File: src/rtl/oam_dma_controller.sv
// OAM DMA sequencer: copies LENGTH bytes from a source page into OAM while
// arbitrating the shared bus against CPU traffic (only HRAM and the DMA register stay reachable).
module oam_dma_controller #(
    parameter logic [15:0] DMA_REG_ADDR = 16'hff46,
    parameter logic [15:0] HRAM_LO      = 16'hff80,
    parameter logic [15:0] HRAM_HI      = 16'hfffe,
    parameter int unsigned LENGTH       = 160,
    parameter int unsigned SLOT_CYCLES  = 4
) (
    input  logic        clockgb,
    input  logic        resetn,
    input  logic [15:0] cpu_address,
    input  logic [7:0]  cpu_indata,
    input  logic        cpu_load,
    input  logic        cpu_store,
    output logic [7:0]  cpu_outdata,
    output logic [15:0] bus_address,
    output logic [7:0]  bus_indata,
    input  logic [7:0]  bus_outdata,
    output logic        bus_load,
    output logic        bus_store,
    output logic [7:0]  oam_address,
    output logic [7:0]  oam_data,
    output logic        oam_store,
    output logic        dma_active
);

    localparam int unsigned PW = (SLOT_CYCLES > 1) ? $clog2(SLOT_CYCLES) : 1;

    typedef enum logic [1:0] {IDLE, START, XFER} state_t;

    state_t        state_q;
    logic [PW-1:0] phase_q;
    logic [7:0]    n_q;
    logic [7:0]    src_hi_q;
    logic          dma_active_q;
    logic          issued_q;
    logic [7:0]    issued_idx_q;
    logic          oam_store_q;
    logic [7:0]    oam_address_q;
    logic [7:0]    oam_data_q;
    logic          rd_bus_q;
    logic          rd_loc_q;
    logic [7:0]    rd_data_q;

    logic       cpu_access, is_reg, in_hram, cpu_fwd, cpu_stall, reg_store, dma_issue;
    logic [7:0] page;

    always_comb begin
        cpu_access = cpu_load | cpu_store;
        is_reg     = (cpu_address == DMA_REG_ADDR);
        in_hram    = (cpu_address >= HRAM_LO) && (cpu_address <= HRAM_HI);
        cpu_fwd    = cpu_access && !is_reg && (!dma_active_q || in_hram);
        // Any permitted access, including the register itself, takes the slot from a pending read.
        cpu_stall  = cpu_access && (is_reg || in_hram);
        reg_store  = cpu_store && is_reg;
        dma_issue  = (state_q == XFER) && (phase_q == '0) && !cpu_stall;
        page       = (src_hi_q >= 8'he0) ? (src_hi_q - 8'h20) : src_hi_q;
    end

    always_comb begin
        bus_address = '0;
        bus_indata  = '0;
        bus_load    = 1'b0;
        bus_store   = 1'b0;
        if (cpu_fwd) begin
            bus_address = cpu_address;
            bus_indata  = cpu_indata;
            bus_load    = cpu_load;
            bus_store   = cpu_store;
        end else if (dma_issue) begin
            bus_address = {page, n_q};
            bus_load    = 1'b1;
        end
    end

    always_ff @(posedge clockgb or negedge resetn) begin
        if (!resetn) begin
            state_q       <= IDLE;
            phase_q       <= '0;
            n_q           <= '0;
            src_hi_q      <= 8'hff;
            dma_active_q  <= 1'b0;
            issued_q      <= 1'b0;
            issued_idx_q  <= '0;
            oam_store_q   <= 1'b0;
            oam_address_q <= '0;
            oam_data_q    <= '0;
            rd_bus_q      <= 1'b0;
            rd_loc_q      <= 1'b0;
            rd_data_q     <= '0;
        end else begin
            // Write-back pipeline runs independently of the FSM so a restart cannot drop an issued byte.
            issued_q     <= dma_issue;
            issued_idx_q <= n_q;
            oam_store_q  <= issued_q;
            if (issued_q) begin
                oam_address_q <= issued_idx_q;
                oam_data_q    <= bus_outdata;
            end
            rd_bus_q  <= cpu_load && cpu_fwd;
            rd_loc_q  <= cpu_load && !cpu_fwd;
            rd_data_q <= is_reg ? src_hi_q : 8'hff;

            if (reg_store) begin
                src_hi_q <= cpu_indata;
                state_q  <= START;
                phase_q  <= '0;
                n_q      <= '0;
            end else begin
                case (state_q)
                    START: begin
                        if (phase_q == PW'(SLOT_CYCLES - 1)) begin
                            state_q      <= XFER;
                            phase_q      <= '0;
                            dma_active_q <= 1'b1;
                        end else begin
                            phase_q <= phase_q + PW'(1);
                        end
                    end
                    XFER: begin
                        if (phase_q == '0) begin
                            if (dma_issue) phase_q <= PW'(1);
                        end else if (phase_q == PW'(2) && n_q == 8'(LENGTH - 1)) begin
                            state_q      <= IDLE;
                            phase_q      <= '0;
                            n_q          <= '0;
                            dma_active_q <= 1'b0;
                        end else if (phase_q == PW'(SLOT_CYCLES - 1)) begin
                            phase_q <= '0;
                            n_q     <= n_q + 8'd1;
                        end else begin
                            phase_q <= phase_q + PW'(1);
                        end
                    end
                    default: ;
                endcase
            end
        end
    end

    always_comb begin
        cpu_outdata = '0;
        if (rd_loc_q)      cpu_outdata = rd_data_q;
        else if (rd_bus_q) cpu_outdata = bus_outdata;
    end

    assign oam_store   = oam_store_q;
    assign oam_address = oam_address_q;
    assign oam_data    = oam_data_q;
    assign dma_active  = dma_active_q;

endmodule

File: config.mk
export PLATFORM = sky130hd
export DESIGN_NAME = oam_dma_controller
export DESIGN_NICKNAME = d
export VERILOG_FILES = /design/src/rtl/oam_dma_controller.sv
export SDC_FILE = /design/constraint.sdc
export NUM_CORES = 1
export LEC_CHECK = 0
export ABC_AREA = 1
export BUFFER_PORTS_ARGS = -buffer_cell sky130_fd_sc_hd__buf_4
export CAP_MARGIN = 10
export CORE_MARGIN = 8
export CORE_UTILIZATION = 52
export CTS_CLUSTER_DIAMETER = 100
export DETAILED_ROUTE_END_ITERATION = 12
export PLACE_DENSITY = 0.77
export SLEW_MARGIN = 20
export SYNTH_ARGS = -nofsm -noshare
export SYNTH_HDL_FRONTEND = slang
export SYNTH_SLANG_ARGS = --single-unit
export TNS_END_PERCENT = 5
File: constraint.sdc
create_clock -name clockgb -period 1.75 [get_ports clockgb]
set_input_delay 0.175 -clock clockgb [delete_from_list [all_inputs] [get_ports clockgb]]
set_output_delay 0.175 -clock clockgb [all_outputs]
set_load 0.02 [all_outputs]
Yosys cells after proc, flatten, opt, wreduce, memory -nomap -nowiden
Index checks and enable logic that the tools add are counted.
- register bits after elaboration: 57
- latch bits: 0
- RAM bits: 0
- ROM bits: 0
- input bits: 36
- output and inout port bits: 52
- word-level logic and storage cells: 90
- memories: 0
- add/subtract/negate cells: 3
- $mul: 0
- div/mod/pow operators: 0
- order comparisons: 3
- equal/unequal tests: 14
- shift operators: 0
- mux-type cells: 30
- bitwise operators: 2
- reduce and logical (&&, ||, !) cells: 25
- operators with widths (kind ; number):
    2-to-1 mux 8 bit ; 10
    2-to-1 mux 16 bit ; 2
    2-to-1 mux 2 bit ; 9
    equality test 16 bit (second input constant) ; 1
    greater-or-equal comparator 16 bit (second input constant) ; 1
    less-or-equal comparator 16 bit (second input constant) ; 1
    logical AND 1 bit ; 10
    adder 8 x 1 -> 8 bit (second input constant) ; 1
    equality test 8 bit (second input constant) ; 1
    greater-or-equal comparator 8 bit (second input constant) ; 1
    case mux 2 bit (2 select lines) ; 2
    subtractor 8 x 6 -> 8 bit (second input constant) ; 1
    equality test 2 bit (second input constant) ; 3
    2-to-1 mux 1 bit ; 6
    != test 2 bit (second input constant) ; 3
    != test 3 bit (second input constant) ; 2
    nonzero test 3 bit ; 2
    AND reduction 5 bit ; 1
    zero test 1 bit ; 4
    != test 4 bit (second input constant) ; 1
    AND reduction 4 bit ; 1
    nonzero test 2 bit ; 2
    != test 3 x 2 -> 1 bit (second input constant) ; 1
    AND reduction 3 bit ; 1
    9 further kinds ; 10

Logic depth before layout (Yosys ltp)
Gate-level depths: netlist (run 1).
- depth in word-level cells: 10
- depth in mapped cells: 11
- gate-level depth less buffers: 11

Worst setup path after synthesis (run 1)
Ideal clock, no wire load.
- path kind: reg2out
- start: register state_q[0]
- end: output port bus_address[13]
- arrival: 1371 ps
- data required time: 1575 ps
- path slack: 204 ps
- stages on the path, launching flop included: 8
- buffers on the path: 1
- cells stage by stage: dfrtp_1 > inv_1 > ha_1 > nand2_1 > clkinv_1 > buf_2 > nand4_1 > nand2_1
- word-level cells in the longest chain between the ends: 5
- RTL lines (what ; line ; text):
    start, declared ; 32 ; state_t state_q;
    start signal, assigned ; 79 ; state_q <= IDLE;
    start signal, assigned ; 107 ; state_q <= START;
    start signal, assigned ; 114 ; state_q <= XFER;
    equality test 2 bit ; 57 ; dma_issue = (state_q == XFER) && (phase_q == '0) && !cpu_stall;
    logical AND 1 bit (2 in series) ; 57 ;
    2-to-1 mux 16 bit ; 71 ; end else if (dma_issue) begin
    2-to-1 mux 16 bit ; 66 ; if (cpu_fwd) begin
    end, declared ; 17 ; output logic [15:0] bus_address,
No other way between the ends.

Final worst setup path (run 1)
- start: register src_hi_q[5]
- end: output port bus_address[14]
- word-level cells in the longest chain between the ends: 4
- elaborated cells between the ends (all ways): 5
- those cells by class: 1 x add/sub; 1 x order compare; 3 x mux
- RTL lines (what ; line ; text):
    start, declared ; 35 ; logic [7:0] src_hi_q;
    start signal, assigned ; 106 ; src_hi_q <= cpu_indata;
    subtractor 8 x 6 -> 8 bit / greater-or-equal comparator 8 bit (equally long branches) ; 58 ; page = (src_hi_q >= 8'he0) ? (src_hi_q - 8'h20) : src_hi_q;
    2-to-1 mux 8 bit * ; 58 ;
    2-to-1 mux 16 bit * ; 71 ;
    2-to-1 mux 16 bit * ; 66 ;
Mark *: on every way between the ends. The rest lies on a longest branch, timed or not.

==> results of run 1 <==
metrics by stage:
step	cell area (µm²)	TNS [ns]	util
final	4220	-0.0189	0.721
after global routing	4220	-1.11	0.721
after CTS	4160	-0.0602	0.711
after detailed placement	3830	0	0.655
after global placement	3830	0	0.655
after floorplan	3110	0	-
layout by cell type (no fill, tap or decap), types with 6 or more instances in the layout:
cell        n
or2_2       6
clkbuf_8   11
mux2_2     16
nand4_1    19
nor2_1     25
nand2_2    16
buf_6       6
dfrtp_1    49
nand3_1    23
buf_4     101
dfstp_2     8
nand2_1    98
o21ai_1     9
inv_1      43
what timing repair did:
item | CTS | global route
cloned | 1 | 0
buffers inserted | 8 | 2
hold buffers | 1 | 0
endpoints found under the hold margin | 49 | 0
pin swaps | 4 | 6
resized for setup | 15 | 13
setup endpoints to repair | 17 | 29
cells by family (layout without fill, tap and decap cells):
logic type	after synthesis	after routing	synth area share
and+or+nand+nor	203	203	0.309
buffers and inverters	62	173	0.0931
DFF	57	57	0.463
AOI/OAI and AO/OA	22	22	0.0411
muxes	16	16	0.0580
adders and majority gates	7	7	0.0282
xor gates and xnor gates	3	3	0.00846
where the power goes:
part	switching [mW]	leakage, nW	internal, mW	total (mW)
Combinational	0.542	1.43	0.400	0.942
Clock	0.498	0.102	0.723	1.22
Sequential	0.0334	0.703	1.35	1.39
worst max-delay path, cell delays in order, from the launching register on:
cell,delay (ns)
dfstp_2,0.54
inv_2,0.05
ha_4,0.25
nand3_2,0.06
nand2_2,0.07
inv_2,0.03
nand4_1,0.07
nand2_1,0.06
buf_6,0.13
layer usage:
layer | routed length (µm) | vias up
li1 | - | 1392
met1 | 3170 | 1317
met2 | 4100 | 92
met3 | 507 | 15
met4 | 174 | 0
met5 | 0 | -
flip-flops by register name, indices dropped and copies added (netlist names):
register	flops
src_hi_q	8
state_q	2
phase_q	2
oam_data	8
issued_q	1
rd_bus_q	1
issued_idx_q	8
rd_loc_q	1
n_q	8
oam_store	1
oam_address	8
dma_active	1
rd_data_q	8
worst max path at each step:
stage | slack, ns | end | cells after the start | startpoint
2_1_floorplan | 0.20 | bus_address[13] | 7 | state_q[0]
3_3_place_gp | 0.14 | bus_address[4] | 11 | cpu_address[2]
3_5_place_dp | 0.09 | state_q[0] | 11 | phase_q[0]
4_1_cts | -0.05 | bus_address[14] | 8 | src_hi_q[5]
5_1_grt | -0.09 | bus_address[14] | 8 | src_hi_q[6]
6_report | -0.02 | bus_address[14] | 8 | src_hi_q[5]
area by class of cell:
| class | instances | share of cell area |
|---|---|---|
| Clock buffer | 12 | 0.0368 |
| Inverter | 49 | 0.0439 |
| Sequential cell | 57 | 0.340 |
| Tap cell | 75 | 0.0222 |
| Clock inverter | 3 | 0.00949 |
| Multi-Input combinational cell | 251 | 0.344 |
| Timing Repair Buffer | 109 | 0.203 |
==> flow_summary.yaml, run 1 <==
cells_and_area:
  register_area_um2: 1440
  nFillCells: 448
  syn_to_final_growth_pct: 35.9
  num_antenna_cells: 0
  drive_gt1_frac: 0.410
  stdcell_count: 556
  multi_input_area_um2: 1450
  fin_nets: 520
route:
  ant_nets: 0
  drt-total-wl_mm: 7.95
  wl_per_cell_um: 14.3
  firstDrtPassIters: 4
  drt-initial-drc-count: 163
  viasPerCell: 5.06
  vias: 2816
  drc: 0
floorplanning:
  dieWidth_um: 93.3
  rows: 28
  die_h_um: 93.3
  pin_count: 88
  die_area_um2: 8700
  core_um2: 5850
  initial_core_util: 0.531
placement:
  io_buffers: 87
  hpwlAfterDp_mm: 5.67
  dp.cells: 529
  place_congestion: 0.838
  dpl_worst_slack_ns: 0.0924
worst_hold_path:
  min_to: "src_hi_q[5]"
  hold_depth: 3
  hp-start: "cpu_indata[5]"
  hold_path.class: "in -> reg"
synth:
  synth_top_area_share: 0.395
  synth_cell_types: 32
  ys_seq_area_frac: 0.463
  syn-num-nets: 413
  syn_inst: 370
  yosys.area.top_type: "dfrtp_1"
  synth-edff-count: 0
  yosysMostFrequentCell: "nand2_1"
  synthArstFlopShare: 1.00
  synthFlopType: "dfrtp_1"
  syn_area_um2: 3110
  ys_ff_latch: 57
  synthTopCellsByCount: "105 x nand2_1, 49 x dfrtp_1, 47 x inv_1"
  yosys_warnings: 0
  syn_area_per_cell_um2: 8.39
  synth_area_leaders: "dfrtp_1 39%, nand2_1 13%, dfstp_2 6.8%"
sta:
  fmax_ghz: 0.565
  slew_viol_final: 0
  hold_viol: 0
  hold-worst-slack_ns: 0.0714
  relSlewSlack: 0.531
  period_minus_slack_ns: 1.77
  skew_ns: 0.00676
  worst_pin_slew_ns: 0.704
  setup_viol: 1
  fin_ws_ns: -0.0189
  fin_crit_sh: 1.01
  rsz0062_at_grt: "yes"
clock_network:
  cts.sinks: 57
  clk_latency_ns: 0.33
  clk_pin_slew_ns: 0.06
  root_buffer: "clkbuf_8"
  htreeDepth: 3
  cts_tree: "done"
  ctsLongestPathBuffers: 2
  numCtsBuffers: 9
grt:
  overflow: 0
  grt_pass1_wl_mm: 13.4
  grt_start_max_net_pins: 58
  grt_use_total: 0.191
  met1_usage: 0.224
  grtUsageMet3: 0.0521
  grt.met2_usage: 0.323
  busiest_layer: "met2"
  grt_pass1_vias: 2877
  grt_antenna_before_repair: 0
setup_path:
  r2r-end: "n_q[0]"
  start_kind: "flop"
  worstSetupPathType: "reg -> out"
  worstPathArrival_ns: 1.59
  critPathCaptureType: "output port"
  r2r_cells: 11
  r2r_start: "phase_q[0]"
  critPathMaxFanout: 2
  cp.required_ns: 1.57
  ff2ff_setup_slack_ns: 0.08
outcome:
  failed_checks: "negative setup slack"
  status: "finished with violations"
job:
  maxCapViolCount: 0
power:
  p_leak_nw: 2.24
  finalPower_mw: 3.55
  ir_drop_mv: 0.699
  powerDensity_nw_per_um2: 841
Power figures use the tool's default switching activity.
==> run 2: changes to the inputs <==
==> constraint.sdc (replaced) <==
create_clock -name clockgb -period 1.75 [get_ports clockgb]
set_input_delay 0.0875 -clock clockgb [delete_from_list [all_inputs] [get_ports clockgb]]
set_output_delay 0.0875 -clock clockgb [all_outputs]
set_load 0.02 [all_outputs]
==> run 2 against run 1 <==
Against the previous run: the run now ends clean; register-to-register slack got worse by 0.02 ns; first-iteration DRC count rose by 28%; power rose by 6.3%; final area rose by 5.4%; non-clock buffer count rose by 16; via count rose by 2.1%; sequential power barely moved; largest cell class unchanged; largest power group unchanged; highest routed layer unchanged.
==> flow_summary.yaml, run 2 (same netlist as run 1, synthesis figures left out) <==
setup_path:
  r2r-end: "phase_q[0]"
  start_kind: "flop"
  r2r_cells: 12
  critPathCaptureType: "output port"
  critPathMaxFanout: 7
  cp.required_ns: 1.66
  ff2ff_setup_slack_ns: 0.06
  worstSetupPathType: "reg -> out"
  worstPathArrival_ns: 1.61
  r2r_start: "phase_q[0]"
route:
  drt-initial-drc-count: 208
  wl_per_cell_um: 14.5
  firstDrtPassIters: 4
  drc: 0
  drt-total-wl_mm: 8.32
  viasPerCell: 5.02
  vias: 2874
  ant_nets: 0
cells_and_area:
  final_common_cell: "nand2_1"
  mostFrequentLayoutCells: "101 x nand2_1, 100 x buf_4, 47 x dfrtp_1"
  fin_nets: 536
  syn_to_final_growth_pct: 43.3
  num_antenna_cells: 0
  stdcell_count: 573
  finish.utilization: 0.760
  drive_gt1_frac: 0.400
  finalInstanceArea_um2: 4450
floorplanning:
  die_area_um2: 8700
  rows: 28
  dieWidth_um: 93.3
  die_h_um: 93.3
  initial_core_util: 0.531
  pin_count: 88
  core_um2: 5850
grt:
  overflow: 0
  grt_pass1_vias: 2965
  grt_antenna_before_repair: 0
  grt_pass1_wl_mm: 13.6
  grt_start_max_net_pins: 58
  grt_use_total: 0.195
clock_network:
  cts.sinks: 57
  clk_pin_slew_ns: 0.07
  ctsLongestPathBuffers: 2
  numCtsBuffers: 9
  htreeDepth: 3
  clk_latency_ns: 0.34
  root_buffer: "clkbuf_8"
  cts_tree: "done"
power:
  p_leak_nw: 2.33
  powerDensity_nw_per_um2: 848
  ir_drop_mv: 0.477
  finalPower_mw: 3.77
sta:
  setup_viol: 0
  skew_ns: 0.00672
  period_minus_slack_ns: 1.70
  worst_pin_slew_ns: 0.700
  relSlewSlack: 0.533
  hold-worst-slack_ns: 0.00913
  hold_viol: 0
  slew_viol_final: 0
  rsz0062_at_grt: "yes"
  fin_crit_sh: 0.971
  fmax_ghz: 0.589
worst_hold_path:
  hp-start: "cpu_indata[4]"
  hold_path.class: "in -> reg"
  min_to: "src_hi_q[4]"
  hold_depth: 3
placement:
  dp.cells: 528
  hpwlAfterDp_mm: 5.80
  place_congestion: 0.863
  dpl_cell_area_um2: 3830
  io_buffers: 87
outcome:
  status: "complete, no violations"
job:
  maxCapViolCount: 0
run 2: cell count changes in the layout (fill, tap and decap cells not counted), moves of 2 or more:
cell	before	now
dfrtp_1	49	47
dlygate4sd3_1	1	16
nand2_2	16	12
dfrtp_2	0	2
nand2_1	98	101
run 2: cell type report:
type,instances,area [µm²]
Tap cell,75,93.8
Timing Repair Buffer,125,1030
Sequential cell,57,1440
Multi-Input combinational cell,251,1460
Fill cell,414,1400
Clock inverter,5,77.6
Clock buffer,11,151
Inverter,49,191
run 2: report_power, final:
| group | switching (mW) | internal, mW | total, mW |
|---|---|---|---|
| logic | 0.556 | 0.435 | 0.991 |
| registers | 0.0366 | 1.35 | 1.39 |
| clock network | 0.518 | 0.873 | 1.39 |
| total | 1.11 | 2.66 | 3.77 |
run 2: worst max-delay path by stage:
stage                     cells past startpoint              end  slack [ns]       start
final                                         8   bus_address[8]        0.05  phase_q[0]
after global routing                          8   bus_address[8]       -0.03  phase_q[0]
after CTS                                     8   bus_address[4]       0.004  phase_q[0]
after detailed placement                      9           n_q[0]        0.09      n_q[0]
after global placement                       10           n_q[0]        0.11  phase_q[0]
after floorplan                               7  bus_address[13]        0.29  state_q[0]
run 2: metal layers:
layer	share of wire	track usage
met1	0.42	0.222
met4	0.029	0.103
met2	0.50	0.323
met3	0.057	0.0585
met5	0	0
run 2: what timing repair did:
item                                    4_1_cts  5_1_grt
pin swaps                                     3       10
buffers inserted                              3        9
resized for setup                             9       22
cloned                                        0        1
endpoints found under the setup margin       17       27
hold endpoints to repair                     64        0
hold buffers                                 16        0
run 2: critical path: stages, from the launching register on:
cell and delay, ns:
dfrtp_1 0.40, inv_2 0.12, ha_4 0.16, nand2_4 0.06, clkinv_4 0.07, clkbuf_16 0.14
nand4_1 0.10, nand2_1 0.10, buf_6 0.12
run 2: stage by stage:
stage | setup TNS, ns | setup slack, ns
finish | 0 | 0.0515
global route | -0.284 | -0.0337
detailed placement | 0 | 0.0933
global placement | 0 | 0.113
floorplan | 0 | 0.291
CTS | 0 | 0.00382
==> run 3: changes to the inputs <==
Settings changed: BUFFER_PORTS_ARGS -buffer_cell sky130_fd_sc_hd__buf_4 to default, CORE_UTILIZATION 52 to 63, CTS_BUF_LIST from default to sky130_fd_sc_hd__clkbuf_4 sky130_fd_sc_hd__clkbuf_8 sky130_fd_sc_hd__clkbuf_16, DONT_BUFFER_PORTS from default to 1, HOLD_SLACK_MARGIN from default to 0.03, PLACE_DENSITY 0.77 to 0.76.
==> run 3 against run 2 <==
Against the previous run: die area down 15%; final area shrank 17%; worst setup slack got worse by 0.041 ns; combinational power is 34% lower; largest power group unchanged; flip-flop and latch count did not move; wire length shrank 11%; utilization is 1.8 points higher; count of clock-buffer cells in the layout increased by 1; non-clock buffer count is 91 lower; sequential share of layout area up 6.5 points; critical path depth shrank 1; largest cell class unchanged; critical endpoint is now bus_address[14]; clock skew increased by 0.0050 ns.
==> flow_summary.yaml, run 3 (same netlist as run 1, synthesis figures left out) <==
route:
  met2_length_mm: 3.61
  viasPerCell: 5.38
  drc: 0
  routed.top_layer: "met4"
  vias: 2543
  drt-total-wl_mm: 7.39
  firstDrtPassIters: 4
  ant_nets: 0
  dr_wl_met3_um: 699
  wl_per_cell_um: 15.6
  wl_met1_mm: 3.04
  drt-initial-drc-count: 158
cells_and_area:
  mostFrequentLayoutCells: "88 x nand2_1, 47 x dfrtp_1, 43 x inv_1"
  finish.utilization: 0.778
  final_common_cell: "nand2_1"
  fin_nets: 445
  drive_gt1_frac: 0.298
  register_area_um2: 1440
  num_antenna_cells: 0
  syn_to_final_growth_pct: 19.2
  nFillCells: 340
  finalInstanceArea_um2: 3700
  multi_input_area_um2: 1460
setup_path:
  cp_slowest_stage_delay_ns: 0.56
  critPathCaptureType: "output port"
  crit_path_end: "bus_address[14]"
  ff2ff_setup_slack_ns: 0.17
  r2r_start: "n_q[0]"
  cp.required_ns: 1.66
  worstPathArrival_ns: 1.65
  critPathMaxFanout: 3
  critPathBufInv: 2
  start_kind: "flop"
  worst_path_max_delay_cell: "dfstp_2"
  path_depth: 7
  crit_start: "src_hi_q[5]"
  worstSetupPathType: "reg -> out"
  critPathTopFamily: "flip-flops"
  worstPathCellList: "inv_2, ha_1, nand3_1, nand2_1, inv_1, nand4_1, nand2_2"
  r2r_cells: 10
  r2r-end: "state_q[0]"
floorplanning:
  core_um2: 4750
  rows: 25
  dieWidth_um: 86.2
  initial_core_util: 0.653
  die_h_um: 86.2
  die_area_um2: 7430
  pin_count: 88
placement:
  place_congestion: 0.936
  dpl_cell_area_um2: 3150
  io_buffers: 0
  hpwlAfterDp_mm: 5.16
sta:
  hold_viol: 0
  rsz0062_at_grt: "yes"
  fin_crit_sh: 0.994
  fin_tns_setup_ns: 0
  skew_ns: 0.0117
  fmax_ghz: 0.575
  relSlewSlack: 0.727
  worst_pin_slew_ns: 0.408
  slew_viol_final: 0
  period_minus_slack_ns: 1.74
  setup_viol: 0
power:
  finalPower_mw: 3.29
  p_switching_mw: 1.00
  ir_drop_mv: 0.501
  powerDensity_nw_per_um2: 888
  p_leak_nw: 1.85
  p_sw_frac: 0.305
  p_clk_frac: 0.373
  seq_power_share: 0.430
  internal-power_mw: 2.28
  combPwrFrac: 0.198
grt:
  grt_pass1_vias: 2441
  grt_antenna_before_repair: 0
  overflow: 0
  grt_use_total: 0.204
  grt_pass1_wl_mm: 11.9
  grt_start_max_net_pins: 58
clock_network:
  root_buffer: "clkbuf_8"
  ctsLongestPathBuffers: 2
  clk_latency_ns: 0.33
  clk_pin_slew_ns: 0.07
  htreeDepth: 3
  cts.sinks: 57
  numCtsBuffers: 9
  cts_tree: "done"
worst_hold_path:
  hold_path.class: "in -> reg"
job:
  maxCapViolCount: 0
outcome:
  status: "complete, no violations"
## run 3: cell types whose count changed in the layout (fill, tap and decap cells not counted), sizes merged
cell	delta
dlygate4sd3	+3
bufinv	-1
clkinvlp	-1
buf	-93
## run 3: per-layer routing
metal,vias to the layer above,global-route usage
met2,115,0.319
met4,0,0.0720
met3,9,0.0794
met5,-,0
li1,1241,-
met1,1178,0.249
## run 3: worst min-delay path by stage
| stage | slack, ns | to | cells after the start | startpoint |
|---|---|---|---|---|
| floorplan | -0.21 | dma_active | 0 | resetn |
| global placement | -0.21 | oam_address[7] | 0 | resetn |
| detailed placement | -0.21 | oam_address[6] | 0 | resetn |
| CTS | 0.04 | src_hi_q[6] | 2 | cpu_store |
| global route | 0.07 | rd_data_q[5] | 5 | cpu_address[10] |
| finish | 0.07 | src_hi_q[6] | 2 | cpu_store |
## run 3: power groups by stage
stage	Combinational (mW)	Sequential, mW	Clock (mW)
after floorplan	0.490	1.41	0
after global placement	0.507	1.43	0
after detailed placement	0.514	1.43	0
after CTS	0.601	1.41	1.25
after global routing	0.712	1.42	1.33
final	0.650	1.41	1.23
## run 3: area by class of cell
type	instances	area share
sequential	57	0.389
multi-input combinational	251	0.394
inverter	49	0.0507
timing repair buffer	34	0.0903
clock inverter	3	0.0108
tap	67	0.0227
clock buffer	12	0.0429
## run 3: through the flow
stage	hold slack (ns)	worst slack, ns	cells
after floorplan	-0.208	0.291	370
after global placement	-0.206	0.213	433
after detailed placement	-0.206	0.137	433
after CTS	0.0445	-0.0295	468
after global routing	0.0654	-0.0665	473
final	0.0675	0.0110	473
## run 3: what timing repair did
item | 4_1_cts | 5_1_grt
setup endpoints to repair | 21 | 27
hold buffers | 20 | 0
pin swaps | 1 | 2
resized for setup | 17 | 23
buffers inserted | 0 | 5
endpoints found under the hold margin | 76 | 0
## run 3: worst reg2reg max path: stages, from the launching register on
cell and delay (ns):
dfrtp_2 0.42, ha_1 0.22, nand3_2 0.11, nor2_4 0.16, nand2_2 0.09, nand2_1 0.07, nand2_1 0.09, nand2_1 0.09
nand3_1 0.10, nand2_1 0.07, nand2_1 0.05
